### config.mk
export PLATFORM = sky130hd
export DESIGN_NAME = mux_arb_nbit
export DESIGN_NICKNAME = d
export VERILOG_FILES = /design/src/rtl/mux_arb_nbit.sv
export SDC_FILE = /design/constraint.sdc
export NUM_CORES = 1
export LEC_CHECK = 0
export CORE_AREA = 2 2 70 72
export DETAILED_ROUTE_END_ITERATION = 10
export DIE_AREA = 0 0 72 74
export GPL_ROUTABILITY_DRIVEN = 0
export PLACE_DENSITY = 0.75
export SYNTH_ARGS = -nofsm -noshare
export SYNTH_HDL_FRONTEND = slang
export SYNTH_SLANG_ARGS = --single-unit
export TNS_END_PERCENT = 5
### constraint.sdc
create_clock -name clk -period 1.8 [get_ports clk]
set_input_delay 0.27 -clock clk [delete_from_list [all_inputs] [get_ports clk]]
set_output_delay 0.27 -clock clk [all_outputs]
set_load 0.01 [all_outputs]
### src/rtl/mux_arb_nbit.sv
// mux_arb_nbit: N-input, WIDTH-bit registered word multiplexer with a
// valid/ready handshake on each input channel and on the output.
//
// Handshake: a word moves on any port in a cycle where its valid and ready
// are both high at the rising edge; valid is never withdrawn by this block
// while the output word waits, and ready never depends on the data bits.
//
// Channel choice is either round-robin among requesting inputs (select_en=0)
// or a forced channel index (select_en=1). The chosen word appears on 'out'
// one cycle after acceptance. The output register refills in the same cycle
// it drains, so throughput is one word per cycle.
//
// Optional feature: define MUX_ARB_NBIT_LAST_LOCK_EN to add the in_last port.
// A granted channel then keeps the grant until it delivers a word flagged
// with in_last, so multi-word packets are never interleaved.

module mux_arb_nbit #(
    parameter int WIDTH  = 16,
    parameter int NUM_IN = 4,
    parameter int SEL_W  = $clog2(NUM_IN)
) (
    input  logic                    clk,
    input  logic                    reset,
    input  logic [NUM_IN*WIDTH-1:0] in_data,
    input  logic [NUM_IN-1:0]       in_valid,
    output logic [NUM_IN-1:0]       in_ready,
`ifdef MUX_ARB_NBIT_LAST_LOCK_EN
    input  logic [NUM_IN-1:0]       in_last,
`endif
    input  logic                    select_en,
    input  logic [SEL_W-1:0]        select,
    output logic [WIDTH-1:0]        out,
    output logic                    out_valid,
    input  logic                    out_ready,
    output logic [SEL_W-1:0]        out_select
);

    // Round-robin search start: the channel just after the last RR winner.
    logic [SEL_W-1:0] ptr;

    // Combinational arbitration result for the current cycle.
    logic [SEL_W-1:0] grant;
    logic             grant_vld;
    logic             load;
    logic             accept;
    logic [WIDTH-1:0] grant_word;
    logic             ptr_adv;
    logic [SEL_W-1:0] ptr_next;

`ifdef MUX_ARB_NBIT_LAST_LOCK_EN
    // Packet lock: holds the grant on lock_ch until its last word is taken.
    // lock_rr remembers whether the packet started in round-robin mode, so
    // the pointer only advances for packets that were arbitrated.
    logic             lock;
    logic [SEL_W-1:0] lock_ch;
    logic             lock_rr;
`endif

    // The output register can take a word when it is empty or draining now.
    assign load   = !out_valid || out_ready;
    assign accept = grant_vld && load && !reset;

    // Grant selection: lock (if built in), then forced index, then RR search.
    always_comb begin
        int idx;
        grant     = '0;
        grant_vld = 1'b0;
        idx       = 0;
`ifdef MUX_ARB_NBIT_LAST_LOCK_EN
        if (lock) begin
            grant     = lock_ch;
            grant_vld = in_valid[lock_ch];
        end else
`endif
        if (select_en) begin
            // Out-of-range indices simply never grant.
            if (int'(select) < NUM_IN) begin
                grant     = select;
                grant_vld = in_valid[select];
            end
        end else begin
            for (int k = 0; k < NUM_IN; k++) begin
                idx = int'(ptr) + k;
                if (idx >= NUM_IN) begin
                    idx = idx - NUM_IN;
                end
                if (!grant_vld && in_valid[idx]) begin
                    grant     = SEL_W'(idx);
                    grant_vld = 1'b1;
                end
            end
        end
    end

    // One-hot ready back to the granted producer only; silent during reset.
    always_comb begin
        in_ready = '0;
        for (int i = 0; i < NUM_IN; i++) begin
            if (accept && (grant == SEL_W'(i))) begin
                in_ready[i] = 1'b1;
            end
        end
    end

    // Data path mux: word of the granted channel.
    always_comb begin
        grant_word = in_data[int'(grant)*WIDTH +: WIDTH];
    end

    // Pointer advance decision and wrapped successor of the grant.
    always_comb begin
        ptr_next = (grant == SEL_W'(NUM_IN - 1)) ? '0 : grant + 1'b1;
`ifdef MUX_ARB_NBIT_LAST_LOCK_EN
        ptr_adv  = accept && in_last[grant] && (lock ? lock_rr : !select_en);
`else
        ptr_adv  = accept && !select_en;
`endif
    end

    // Output register: load on accept, empty on drain without accept, else hold.
    always_ff @(posedge clk) begin
        if (reset) begin
            out        <= '0;
            out_valid  <= 1'b0;
            out_select <= '0;
        end else if (accept) begin
            out        <= grant_word;
            out_select <= grant;
            out_valid  <= 1'b1;
        end else if (out_ready) begin
            out_valid  <= 1'b0;
        end
    end

    // Round-robin pointer update.
    always_ff @(posedge clk) begin
        if (reset) begin
            ptr <= '0;
        end else if (ptr_adv) begin
            ptr <= ptr_next;
        end
    end

`ifdef MUX_ARB_NBIT_LAST_LOCK_EN
    // Packet lock tracking: set on a non-last accept, cleared by the last word.
    always_ff @(posedge clk) begin
        if (reset) begin
            lock    <= 1'b0;
            lock_ch <= '0;
            lock_rr <= 1'b0;
        end else if (accept) begin
            if (in_last[grant]) begin
                lock <= 1'b0;
            end else begin
                lock    <= 1'b1;
                lock_ch <= grant;
                lock_rr <= lock ? lock_rr : !select_en;
            end
        end
    end
`endif

    // Structural sanity: at most one producer is ever told ready.
    a_ready_onehot: assert property (@(posedge clk) $onehot0(in_ready));

    // A stalled output word must not change or vanish.
    a_stall_hold: assert property (@(posedge clk) disable iff (reset)
        (out_valid && !out_ready) |=> (out_valid && $stable(out) && $stable(out_select)));

endmodule

# After elaboration in Yosys (flattened, before gate mapping)
# Cells that the tools add are included.
# word_totals
ramBits	0
latchBits	0
memories	0
register_bits	21
out_inout_bits	23
romBits	0
# classes
reduce_logical	19
div	0
mul	0
shift	1
n_eq_ne	3
n_addsub	8
n_bitwise	0
n_mux	42
magnitude_cmp	9
# op_table
cell	n
$mux W32	8
$lt A32 B4 Y1 const B	4
$shiftx A64 B7 Y16	1
$mux W1	23
$mux W2	6
$sub A3 B3 Y4 const B	3
$bmux W1 S2	5
$logic_and A1 B1 Y1	10
$ge A3 B3 Y1 const B	3
$add A2 B2 Y3 const B	2
$logic_not A1 Y1	6
$eq A2 B2 Y1 const B	2
$sub A2 B3 Y4 const B	1
$add A2 B1 Y3 const B	1
$ge A2 B3 Y1 const B	1
$lt A2 B3 Y1 const B	1
$add A2 B1 Y2 const B	1
$eq A2 B1 Y1 const B	1
$logic_not A2 Y1	1
$reduce_bool A2 Y1	1
$logic_or A1 B1 Y1	1

# Depth between registers and ports, before layout
# depth
ltp_word	24
mapped_depth	9
ltp_nobuf	6

# Worst setup path after synthesis
# No wires, ideal clock.
# synth_timing
kind	input port to flip-flop
startpoint	in select_en
endpoint	reg out[10]
path_slack_ns	-0.075
arrival_time_ns	1.753
required_ns	1.678
path_buffers	3
stages	9
cell_sequence	buf_4 nand2b_1 a2111oi_0 a221o_2 buf_4 buf_6 mux2i_1 o22ai_1 a221o_1
# synth_between
elab_chain_len	3
word_cells_on_any_way	5
cone_classes	shift (1); mux (2); reduce/logical (2)
# synth_rtl
element	line_no	source
from (decl)	30	input logic select_en,
parallel branches: the longest is 3 deep, another holds $shiftx A64 B7 Y16	n/a	
to (signal assigned)	127	out <= grant_word;
to (decl)	32	output logic [WIDTH-1:0] out,
# Parallel ways; which one is timed is not known.
# A chain may end at the register's enable or synchronous reset.

# Final worst setup path
# layout_timing
startpoint	reg ptr[0]
endpoint	out in_ready[2]
# layout_between
elab_chain_len	24
word_cells_on_any_way	55
cone_classes	add/sub (7); order compare (4); eq/ne (1); mux (34); reduce/logical (9)
# layout_rtl
element	line_no	source
from (decl)	39	logic [SEL_W-1:0] ptr;
from (signal assigned)	140	ptr <= ptr_next;
parallel branches: the longest is 22 deep, another holds $sub A3 B3 Y4	n/a	
$logic_and A1 B1 Y1 (*)	99	if (accept && (grant == SEL_W'(i))) begin
$mux W1 (*)	99	
to (decl)	26	output logic [NUM_IN-1:0] in_ready,
# Every way passes the cells marked *. The select of a mux whose other input is x is not followed.

==> flow_metrics.py <==
metrics = {
    "run_status": {
        "status": "complete, but fails checks",
        "violations": "setup timing",
    },
    "pwr": {
        "powerDensity_nw_per_um2": 617,
        "p_leak_nw": 1.09,
        "total_power_w": 0.00171,
        "ir_drop_uv": 353,
    },
    "logic_synthesis": {
        "synth_edf_count": 0,
        "yosys_warnings": 0,
        "async_flop_share_pct": 0,
        "synth_nets": 221,
        "synth-main-ff-cell": "dfxtp_1",
        "ys_seq_area_share_pct": 29.3,
        "syn_area_um2": 1440,
        "ys_types": 44,
        "syn_inst": 147,
        "avgSynthCellArea_um2": 9.77,
        "synth_seq_cells": 21,
    },
    "floorplanning": {
        "die_y_um": 74,
        "die_w_um": 72,
        "start_util_pct": 31.2,
        "core-area_um2": 4600,
        "dieArea_um2": 5330,
        "num_rows": 25,
        "io_pins": 97,
    },
    "route": {
        "dr_total_vias": 1676,
        "drt-pass1-iter-count": 4,
        "drc": 0,
        "wl_per_cell_um": 15.4,
        "routed_wl_um": 4970,
        "drtIter0Drc": 49,
        "antenna_left": 0,
        "via_per_inst": 5.20,
    },
    "placement": {
        "place_area_um2": 2610,
        "hpwl_um": 3870,
        "port_buffers": 96,
    },
    "clocking": {
        "cts_htree_levels": 1,
        "clk_pin_slew_ns": 0.08,
        "cts_buffers": 3,
        "clockRootBuffer": "clkbuf_8",
        "insertion_delay_ns": 0.26,
        "cts_tree": "built",
        "cts_hold_buf": 0,
        "cts_buffer_depth": 2,
        "clock_sinks": 21,
    },
    "critical_path": {
        "cp-end-kind": "output pin",
        "reg2reg_slack_ns": -0.14,
        "crit_fanout": 5,
        "rr_endpoint": "out[7]$_SDFFE_PP0P_",
        "cp-startpoint": "ptr[0]$_SDFFE_PP0P_",
        "worst_r2r_path_depth": 8,
        "timing.critical_path.required_ns": 1.53,
        "crit_end": "in_ready[2]",
        "reg2reg_from": "ptr[0]$_SDFFE_PP0P_",
        "arrival_ns": 1.75,
        "crit_type": "reg2out",
        "start_kind": "flip-flop",
    },
    "cells_and_area": {
        "fin_nets": 343,
        "drive_gt1_share_pct": 34.0,
        "area_delta_synth_final_pct": 93.2,
        "final_cell_area_um2": 2780,
        "fillers": 420,
        "diodes": 0,
    },
    "global_routing": {
        "track_usage_pct": 18.4,
        "grt_max_degree": 14,
        "grt_first_pass_wirelength_um": 7880,
        "gr-total-overflow": 0,
        "antenna_found_initial": 0,
        "grt_pass1_vias": 1701,
    },
    "sta": {
        "finalHoldViolCount": 0,
        "timing.final.ws_setup_ns": -0.224,
        "fin_crit_ns": 2.02,
        "setup_viol": 20,
        "relSlewSlack_pct": 70.9,
        "max_freq_ghz": 0.494,
        "whs_ns": 0.475,
        "final.period_utilization_pct": 112,
        "rsz0062_at_grt": "true",
        "worstMarginPinSlew_ns": 0.435,
        "maxSlewViolCount": 0,
        "clock_skew_ns": 0.00292,
    },
    "min_path": {
        "hold_path.class": "reg2reg",
    },
    "job": {
        "maxCapViolCount": 0,
    },
}
==> cells in the final DEF, fill, tap and decap left out, types with 3 or more instances in the layout <==
master	netlist	layout
clkdlybuf4s50_1	0	85
buf_4	3	26
dfxtp_1	21	19
mux2i_1	18	18
a22oi_2	9	9
o211ai_2	9	9
nand3_1	13	9
nor2_1	9	8
buf_2	4	8
nand2_1	7	7
buf_6	2	5
nor2b_1	6	4
nand3_2	0	4
a22oi_1	4	4
o211ai_1	4	4
a221o_1	3	3
clkbuf_8	1	3
==> layout make-up <==
type                    instances  area, um2  area share [%]
inverters                       2       7.51           0.271
multi-input cells             113       1030            37.1
repair buffers                128       1200            43.2
clock inverters                 1       5.00           0.180
flip-flops and latches         21        425            15.3
clock buffers                   3       41.3            1.49
well taps                      54       67.6            2.43
==> worst max-delay path, stage by stage (launching register included) <==
cell	delay (ns)
dfxtp_2	0.40
nor2b_2	0.21
o32ai_4	0.10
o221a_2	0.31
buf_4	0.14
nor3_4	0.16
buf_2	0.17
==> timing repair <==
action                     4_1_cts  5_1_grt
hold endpoints to repair         0        0
gates resized for setup         64        8
buffers inserted                 6        0
pin swaps                        8        3
setup endpoints to repair       25       23
==> stage by stage <==
step           utilization (%)  cells  worst slack [ns]  setup TNS (ns)
2_1_floorplan                -    147           -0.0375         -0.0751
6_report                  60.4    322            -0.224           -1.95
5_1_grt                   60.4    322            -0.297           -4.15
3_3_place_gp              56.7    312            -0.938          -18.36
3_5_place_dp              56.7    312            -0.955          -19.55
4_1_cts                   59.7    322            -0.215           -1.91
==> worst min path at each step <==
stage	to	slack [ns]	startpoint	cells after the start
floorplan	out[0]$_SDFFE_PP0P_	0.41	in_data[32]	2
global placement	out_select[1]$_SDFFE_PP0P_	0.46	out_select[1]$_SDFFE_PP0P_	2
detailed placement	out_select[1]$_SDFFE_PP0P_	0.47	out_select[1]$_SDFFE_PP0P_	2
CTS	out_select[1]$_SDFFE_PP0P_	0.48	out_select[1]$_SDFFE_PP0P_	2
global route	out_select[1]$_SDFFE_PP0P_	0.51	out_select[1]$_SDFFE_PP0P_	2
finish	out_select[1]$_SDFFE_PP0P_	0.47	out_select[1]$_SDFFE_PP0P_	2
==> cells by family (layout without fill, tap and decap cells) <==
group | after synthesis | count (layout) | synth area share, %
simple gates | 51 | 51 | 20.5
compound gates | 41 | 41 | 28.2
flops | 21 | 21 | 29.3
mux | 20 | 20 | 15.2
buf+inv | 13 | 134 | 6.27
xor+xnor | 1 | 1 | 0.610
==> flip-flops by register name, indices dropped and copies added (netlist names) <==
register and flops:
out_select 2, ptr 2, out_valid 1, out 16
==> cells in the mapped netlist, types with 2 or more instances <==
| cell type | number | share of area [%] |
|---|---|---|
| nand3_1 | 13 | 4.5 |
| nand2_1 | 7 | 1.8 |
| a21oi_1 | 2 | 0.70 |
| buf_2 | 4 | 1.4 |
| o211ai_1 | 4 | 2.1 |
| o211ai_2 | 9 | 7.8 |
| o22ai_1 | 2 | 0.87 |
| nor2_1 | 9 | 2.4 |
| mux2i_1 | 18 | 13 |
| a22oi_2 | 9 | 7.8 |
| dfxtp_1 | 21 | 29 |
| and2_1 | 2 | 0.87 |
| buf_4 | 3 | 1.6 |
| nor2b_1 | 6 | 2.6 |
| a221o_1 | 3 | 2.1 |
| inv_1 | 2 | 0.52 |
| or3_1 | 2 | 0.87 |
| buf_6 | 2 | 1.6 |
| a22oi_1 | 4 | 2.1 |
==> report_power, final <==
part	internal, W	leakage [nW]	switching (W)	total, W
sequential	0.000538	0.175	0.0000509	0.000589
clock	0.000154	0.0255	0.000171	0.000325
combinational	0.000488	0.885	0.000311	0.000799
total	0.00118	1.09	0.000532	0.00171
==> metal layers <==
layer / routed length (um) / track usage [%] / vias up
met1: 2070 / 22.4 / 801
li1: - / - / 811
met5: 0 / 0 / -
met2: 2550 / 33.6 / 60
met4: 41 / 3.98 / 0
met3: 306 / 3.66 / 4
(Power assumes the default switching activity.)
